<file path="config.mk">
export PLATFORM = sky130hd
export DESIGN_NAME = sys_mem_port
export DESIGN_NICKNAME = d
export VERILOG_FILES = /design/src/rtl/sys_mem_port.sv
export SDC_FILE = /design/constraint.sdc
export NUM_CORES = 1
export LEC_CHECK = 0
export ABC_AREA = 1
export CORE_UTILIZATION = 23
export CTS_BUF_LIST = sky130_fd_sc_hd__clkbuf_4
export DETAILED_ROUTE_END_ITERATION = 6
export DONT_BUFFER_PORTS = 1
export GPL_ROUTABILITY_DRIVEN = 0
export PLACE_DENSITY = 0.35
export SYNTH_ARGS = -nofsm -noshare
export SYNTH_HDL_FRONTEND = slang
export SYNTH_SLANG_ARGS = --single-unit
</file>
<file path="constraint.sdc">
create_clock -name clk -period 2.5 [get_ports clk]
set_input_delay 0.125 -clock clk [delete_from_list [all_inputs] [get_ports clk]]
set_output_delay 0.125 -clock clk [all_outputs]
set_load 0.05 [all_outputs]
</file>
<file path="src/rtl/sys_mem_port.sv">
// System-side memory port: runs one strobed read/write against a synchronous SRAM macro with a WAIT_CYCLES wait window.
// Optional out-of-range address error response is enabled by defining SYS_ERR_EN.
module sys_mem_port #(
    parameter int unsigned ADDR_W      = 32,
    parameter int unsigned DATA_W      = 32,
    parameter int unsigned WAIT_CYCLES = 2,
    parameter int unsigned MEM_WORDS   = 16384
) (
    input  logic              clk,
    input  logic              rst,
    input  logic              sys_strobe,
    input  logic              sys_rw,
    input  logic [ADDR_W-1:0] sys_addr,
    input  logic [DATA_W-1:0] sys_wdata,
    input  logic [3:0]        sys_be,
    output logic [DATA_W-1:0] sys_rdata,
    output logic              sys_ready,
    output logic              sys_busy,
    output logic              sys_err,
    output logic              mem_cs,
    output logic              mem_we,
    output logic [ADDR_W-3:0] mem_addr,
    output logic [DATA_W-1:0] mem_wdata,
    output logic [3:0]        mem_be,
    input  logic [DATA_W-1:0] mem_rdata
);

    typedef enum logic [1:0] {
        S_IDLE,
        S_SETUP,
        S_WAIT,
        S_CAPTURE
    } state_t;

    state_t            state, state_nxt;
    logic [3:0]        cnt;
    logic              armed;
    logic              rw_q;
    logic [ADDR_W-3:0] addr_q;
    logic [DATA_W-1:0] wdata_q;
    logic [3:0]        be_q;
    logic [DATA_W-1:0] rdata_q;
    logic              err_q;
    logic              err_hit;
    logic              accept;

    // Byte offset is never used: all accesses are word-aligned.
    logic unused_byte_offset;
    assign unused_byte_offset = ^sys_addr[1:0];

`ifdef SYS_ERR_EN
    localparam logic [ADDR_W-3:0] MEM_LIMIT = (ADDR_W-2)'(MEM_WORDS);

    assign err_hit = (sys_addr[ADDR_W-1:2] >= MEM_LIMIT);

    always_ff @(posedge clk or negedge rst) begin
        if (!rst) begin
            err_q <= 1'b0;
        end else if (accept) begin
            err_q <= err_hit;
        end
    end
`else
    logic [31:0] unused_mem_words;
    assign unused_mem_words = 32'(MEM_WORDS);
    assign err_hit = 1'b0;
    assign err_q   = 1'b0;
`endif

    // armed stays low for the first edge after reset release so a strobe coincident with release is dropped.
    assign accept = (state == S_IDLE) && armed && sys_strobe;

    always_ff @(posedge clk or negedge rst) begin
        if (!rst) begin
            state   <= S_IDLE;
            cnt     <= '0;
            armed   <= 1'b0;
            rw_q    <= 1'b0;
            addr_q  <= '0;
            wdata_q <= '0;
            be_q    <= '0;
            rdata_q <= '0;
        end else begin
            state <= state_nxt;
            armed <= 1'b1;
            if (accept) begin
                rw_q    <= sys_rw;
                addr_q  <= sys_addr[ADDR_W-1:2];
                wdata_q <= sys_wdata;
                be_q    <= sys_be;
            end
            if (state == S_SETUP) begin
                cnt <= 4'(WAIT_CYCLES);
            end else if (state == S_WAIT) begin
                cnt <= cnt - 4'd1;
            end
            if ((state == S_CAPTURE) && rw_q && !err_q) begin
                rdata_q <= mem_rdata;
            end
        end
    end

    always_comb begin
        state_nxt = state;
        case (state)
            S_IDLE: begin
                if (accept) begin
                    state_nxt = err_hit ? S_CAPTURE : S_SETUP;
                end
            end
            S_SETUP: begin
                state_nxt = (WAIT_CYCLES == 0) ? S_CAPTURE : S_WAIT;
            end
            S_WAIT: begin
                if (cnt == 4'd1) begin
                    state_nxt = S_CAPTURE;
                end
            end
            S_CAPTURE: begin
                state_nxt = S_IDLE;
            end
            default: begin
                state_nxt = S_IDLE;
            end
        endcase
    end

    always_comb begin
        mem_cs    = (state != S_IDLE) && !err_q;
        mem_we    = ((state == S_SETUP) || (state == S_WAIT)) && !rw_q;
        mem_addr  = '0;
        mem_wdata = '0;
        mem_be    = '0;
        if (mem_cs) begin
            mem_addr  = addr_q;
            mem_wdata = wdata_q;
            mem_be    = be_q;
        end
    end

    assign sys_ready = (state == S_CAPTURE);
    assign sys_err   = (state == S_CAPTURE) && err_q;
    assign sys_busy  = (state != S_IDLE);
    assign sys_rdata = rdata_q;

endmodule
</file>
[After elaboration in Yosys (flattened, before gate mapping)]
Cells that the tools add are included.
Storage, ports and cells
  flip-flop bits (word level): 106
  logic and storage cells: 33
  bits of input ports: 104
Cells by class
  mux-type cells: 8
  add/sub/neg operators: 1
  equality and inequality tests: 6
  reduce and logical (&&, ||, !) cells: 10
Operator list (count)
  2-to-1 mux 32 bit: 1
  2-to-1 mux 30 bit: 1
  2-to-1 mux 4 bit: 3
  one-hot mux 2 bit (4 select lines): 1
  equality test 2 bit (second input constant): 2
  equality test 4 x 1 -> 1 bit (second input constant): 1
  logical AND 1 bit: 4
  2-to-1 mux 2 bit: 2
  nonzero test 2 bit: 2
  subtractor 4 x 1 -> 4 bit (second input constant): 1
  equality test 2 x 1 -> 1 bit (second input constant): 1
  logical NOT 2 bit: 1
  inequality test 2 x 1 -> 1 bit (second input constant): 1
  inequality test 2 bit (second input constant): 1
  AND reduction 2 bit: 1
  logical NOT 1 bit: 1
  logical OR 1 bit: 1

[Longest topological paths before layout]
Gate-level depths: netlist of run 1.
  word-level depth: 5
  mapped depth: 9

[Worst setup path after synthesis of run 1]
No wires, ideal clock.
  kind: register to output
  start: register state[0]
  end: output port mem_addr[0]
  cell stages (with the launch flop): 7
  setup slack: 0.619 ns
  buffers on the path: 3
  arrival: 1.756 ns
  path through: dfrtp_1 -> inv_1 -> ha_1 -> buf_4 -> buf_2 -> buf_2 -> nor2_1
Between the ends
  word-level cells in the longest chain between the ends: 2
RTL lines
  start, declared: RTL line 35  | state_t state, state_nxt;
  start signal, assigned: RTL line 84  | state <= state_nxt;
  nonzero test 2 bit: RTL line 129  | mem_cs = (state != S_IDLE) && !err_q;
  2-to-1 mux 30 bit: RTL line 134  | if (mem_cs) begin
  end, declared: RTL line 22  | output logic [ADDR_W-3:0] mem_addr,
Every way passes these cells.

[Final worst setup path of run 1]
  start: register state[1]
  end: output port mem_addr[12]
Same word-level chain as after synthesis.

==> results.sh, run 1 <==
export IMPL_overflow=0
export IMPL_ys_seq_area_share_pct=57.8
export IMPL_cp_num_buf_inv=3
export IMPL_syn_area_per_cell_um2=8.36
export IMPL_hold_ws_ns=0.0599
export IMPL_nNetsFinal=812
export IMPL_wl_per_cell_um=12.6
export IMPL_cts_root_buf="clkbuf_4"
export IMPL_clockBufferDepth=2
export IMPL_htreeDepth=3
export IMPL_status="complete, no violations"
export IMPL_cp_data_arrival_time_ns=2.09
export IMPL_rsz0062_at_grt="false"
export IMPL_antenna_found_initial=0
export IMPL_num_io_pins=207
export IMPL_wl_met1_um=5320
export IMPL_max_freq_ghz=0.451
export IMPL_synth_seq_cells=106
export IMPL_cts_tree="yes"
export IMPL_max_cap_violations=0
export IMPL_r2r_worst_path_cells=6
export IMPL_row_count=51
export IMPL_drt_drc_violations_left=0
export IMPL_crit_path_cell_trace="inv_1 -> ha_2 -> buf_6 -> nor2_1 -> buf_4"
export IMPL_final_common_cell="nor2_1"
export IMPL_placed_area_mm2=0.00532
export IMPL_viasPerCell=4.11
export IMPL_layout_drive_gt1_share_pct=13.7
export IMPL_crit_family="buffers and inverters"
export IMPL_timing_rr_end="addr_q[29]"
export IMPL_worstSkewPairLatency_ns=0.47
export IMPL_min_path_cells=2
export IMPL_initial_core_util_pct=23.5
export IMPL_slew_viol_final=0
export IMPL_drtIter0Drc=128
export IMPL_critPathLaunchType="register"
export IMPL_grt_pass1_vias=3938
export IMPL_place_hpwl_um=7640
export IMPL_die_h_um=143
export IMPL_ys_types=18
export IMPL_port_buffers=0
export IMPL_postRouteAntennaNets=0
export IMPL_regToRegStartpoint="state[1]"
export IMPL_antenna_cells=0
export IMPL_top_layer="met4"
export IMPL_synth_area_mm2=0.00459
export IMPL_slew_headroom_pct=63.1
export IMPL_reg2reg_slack_ns=0.77
export IMPL_grt_max_degree=107
export IMPL_worstHoldStart="sys_strobe"
export IMPL_max_stage_delay_ns=0.46
export IMPL_ys_warn_count=0
export IMPL_worstMarginPinSlew_ns=0.553
export IMPL_core_area_mm2=0.0195
export IMPL_track_usage_pct=12.0
export IMPL_cts_made_buffers=9
export IMPL_path_clk_slew_ns=0.17
export IMPL_min_to="addr_q[2]"
export IMPL_synth_nets=659
export IMPL_layout_common_cells="nor2_1, dfrtp_1, dlygate4sd3_1"
export IMPL_met2WireLength_um=5710
export IMPL_drt_pass1_iterations=4
export IMPL_hold_class="input pin to register"
export IMPL_post_route_period_util_pct=88.7
export IMPL_met3WireLength_um=1090
export IMPL_syn_to_final_growth_pct=42.0
export IMPL_setup_viol=0
export IMPL_endpoint_kind="output pin"
export IMPL_period_needed_ns=2.22
export IMPL_slowest_stage="buf_6"
export IMPL_die_x_um=143
export IMPL_finalInstanceArea_mm2=0.00651
export IMPL_worstPathMaxFanout=69
export IMPL_clock_sinks=106
export IMPL_synthCells=549
export IMPL_grt_pass1_wl_um=19200
export IMPL_tns_ns=0
export IMPL_required_ns=2.38
export IMPL_skew_ns=0.0142
export IMPL_vias=3993
export IMPL_finalHoldViolations=0
export IMPL_totalWireLength_um=12300
export IMPL_crit_type="register to output pin"
export IMPL_dieArea_mm2=0.0205
## logic make-up after synthesis
group | Yosys count | share of synthesized area, %
AND/OR/NAND/NOR | 254 | 22.3
buffers and inverters | 110 | 10.3
flip-flops | 106 | 57.8
AO/OA/AOI/OAI | 71 | 7.77
adder cells (fa/ha/maj) | 6 | 1.64
other | 2 | 0.164
## sequential cells by signal, indices dropped and copies added, names as in the netlist
register	flops
addr_q	30
rw_q	1
wdata_q	32
state	2
cnt	4
be_q	4
armed	1
sys_rdata	32
## repair_timing
action                                  4_1_cts  5_1_grt
endpoints found under the setup margin        0       68
setup buffers                                 0        0
gates resized for setup                       0        1
hold buffers                                101        0
endpoints found under the hold margin       205        0
## layer usage
metal  up-vias  GRT usage [%]
met5         -              0
met4         0           4.70
met3         8           4.19
met2       141           20.0
met1      1878           14.1
li1       1966              -
## how the worst max path moves through the flow
stage	start	to	slack, ns	cells past startpoint
finish	state[1]	mem_addr[12]	0.28	5
global route	state[1]	mem_addr[12]	0.09	5
CTS	state[1]	mem_addr[23]	0.04	5
detailed placement	state[0]	state[1]	0.61	7
global placement	state[0]	mem_addr[17]	0.65	5
floorplan	state[0]	mem_addr[0]	0.62	6
## synth_stat cells (all sizes together)
cell,number,area share [%]
nor2,138,11
dfrtp,106,58
nand2,76,6.2
inv,74,6.1
a21oi,68,7.4
nand3,37,4.3
clkbuf,20,1.6
buf,16,2.6
ha,6,1.6
conb,2,0.16
o21ai,2,0.22
a31oi,1,0.14
and3,1,0.14
nor3b,1,0.16
or2,1,0.14
## final cells by class
type | instances | area, µm²
Sequential cell | 106 | 2650
Inverter | 74 | 278
Fill cell | 2085 | 13000
Clock buffer | 12 | 90.1
Timing Repair Buffer | 178 | 1620
Multi-Input combinational cell | 333 | 1460
Clock inverter | 4 | 76.3
Tap cell | 265 | 332
## per-stage QoR
stage	setup slack, ns	utilization (%)	std cells
final	0.282	33.4	972
after global routing	0.0875	33.4	972
after CTS	0.0367	33.3	972
after detailed placement	0.608	27.2	855
after global placement	0.647	27.2	855
after floorplan	0.619	-	549
Power of run 1 is left out: the tool's default activity adds up to more than one toggle a clock period on the data nets, which glitch-free logic cannot reach.
==> run 2, diff against run 1 <==
--- a/config.mk
+++ b/config.mk
@@ -11,6 +11,7 @@
 export DETAILED_ROUTE_END_ITERATION = 6
 export DONT_BUFFER_PORTS = 1
 export GPL_ROUTABILITY_DRIVEN = 0
+export MAX_ROUTING_LAYER = met4
 export PLACE_DENSITY = 0.35
 export SYNTH_ARGS = -nofsm -noshare
 export SYNTH_HDL_FRONTEND = slang
==> run 2 against run 1 <==
  * Via count shrank 0.15%
  * Sequential cell count is the same
  * Count of clock-buffer cells in the layout is the same
  * Die area is the same
  * Final cell count is the same
  * Utilization is the same
  * Critical path depth is the same
  * Non-clock buffer count is the same
  * Hold slack gained 0.0034 ns
==> results.sh, run 2 (same netlist as run 1, synthesis figures left out) <==
export IMPL_viasPerCell=4.10
export IMPL_vias=3987
export IMPL_worstMarginPinSlew_ns=0.553
export IMPL_slew_viol_final=0
export IMPL_post_route_period_util_pct=88.6
export IMPL_crit_path_start="state[1]"
export IMPL_grt_max_degree=107
export IMPL_hold_class="input pin to register"
export IMPL_overflow=0
export IMPL_totalWireLength_um=12300
export IMPL_worstSkewPairLatency_ns=0.46
export IMPL_worstPathMaxFanout=69
export IMPL_period_needed_ns=2.21
export IMPL_clockBufferDepth=2
export IMPL_dieArea_mm2=0.0205
export IMPL_fillers=2085
export IMPL_postRouteAntennaNets=0
export IMPL_rsz0062_at_grt="false"
export IMPL_cp_data_arrival_time_ns=2.09
export IMPL_postCtsSetupRepairBufs=0
export IMPL_clock_sinks=106
export IMPL_max_cap_violations=0
export IMPL_hold_ws_ns=0.0633
export IMPL_crit_path_cell_trace="inv_1 -> ha_2 -> buf_6 -> nor2_1 -> buf_4"
export IMPL_cts_tree="yes"
export IMPL_final_common_cell="nor2_1"
export IMPL_worstHoldStart="sys_strobe"
export IMPL_row_count=51
export IMPL_skew_ns=0.0128
export IMPL_place_hpwl_um=7640
export IMPL_regToRegStartpoint="state[1]"
export IMPL_track_usage_pct=12.3
export IMPL_antenna_found_initial=0
export IMPL_drt_pass1_iterations=4
export IMPL_status="complete, no violations"
export IMPL_layout_common_cells="nor2_1, dfrtp_1, dlygate4sd3_1"
export IMPL_final_util_pct=33.4
export IMPL_drtIter0Drc=134
export IMPL_finalHoldViolations=0
export IMPL_die_x_um=143
export IMPL_slowest_stage="buf_6"
export IMPL_setup_viol=0
export IMPL_layout_drive_gt1_share_pct=13.7
export IMPL_tns_ns=0
export IMPL_nNetsFinal=812
export IMPL_wl_per_cell_um=12.6
export IMPL_max_stage_delay_ns=0.46
export IMPL_grt_pass1_vias=3936
export IMPL_critPathLaunchType="register"
export IMPL_crit_type="register to output pin"
export IMPL_antenna_cells=0
export IMPL_grt_pass1_wl_um=19200
export IMPL_path_clk_slew_ns=0.17
export IMPL_endpoint_kind="output pin"
export IMPL_drt_drc_violations_left=0
export IMPL_slew_headroom_pct=63.1
export IMPL_htreeDepth=3
export IMPL_max_freq_ghz=0.452
export IMPL_syn_to_final_growth_pct=42.0
export IMPL_num_io_pins=207
export IMPL_die_h_um=143
export IMPL_cts_made_buffers=9
export IMPL_initial_core_util_pct=23.5
export IMPL_port_buffers=0
export IMPL_core_area_mm2=0.0195
export IMPL_required_ns=2.38
export IMPL_cts_root_buf="clkbuf_4"
==> run 2: cell counts in the layout (fill, tap and decap cells not counted) <==
No cell type changed its count.
==> run 2: timing repair <==
action                                  4_1_cts  5_1_grt
endpoints found under the setup margin        0       68
gates resized for setup                       0        1
hold buffers                                101        0
endpoints found under the hold margin       205        0
==> run 2: cell type report <==
cell class | instances | area, µm² | area share [%]
inverters | 74 | 278 | 4.26
clock buffers | 12 | 90.1 | 1.38
repair buffers | 178 | 1620 | 24.9
well taps | 265 | 332 | 5.09
clock inverters | 4 | 76.3 | 1.17
flip-flops and latches | 106 | 2650 | 40.7
multi-input cells | 333 | 1460 | 22.5
==> run 2: worst paths after layout <==
| kind | end | slack, ns | depth (start not counted) |
|---|---|---|---|
| max | mem_addr[12] | 0.29 | 5 |
| min | addr_q[2] | 0.06 | 2 |
| max reg2reg | addr_q[29] | 0.77 | 6 |
| min reg2reg | wdata_q[7] | 0.52 | 2 |
| max in group asynchronous | wdata_q[4] | 1.78 | 2 |
| min in group asynchronous | sys_rdata[25] | 0.28 | 2 |
==> run 2: critical path, delay by kind of cell, from the launching register on <==
kind	cells	cell delay, ns
and+or+nand+nor	1	0.13
DFF	1	0.45
buffers and inverters	3	0.79
adders and majority gates	1	0.23
==> run 2: metal layers <==
layer	wire length [µm]	track usage (%)
met3	1050	3.82
met5	0	-
met2	5750	20.0
met1	5360	14.2
met4	117	4.70
==> run 2: per-stage QoR <==
step	instance area (µm²)	setup WS, ns	instances
floorplan	4590	0.619	549
global placement	5320	0.647	855
detailed placement	5320	0.608	855
CTS	6510	0.0367	972
global route	6510	0.0918	972
finish	6510	0.286	972
Power of run 2 is left out for the same reason.
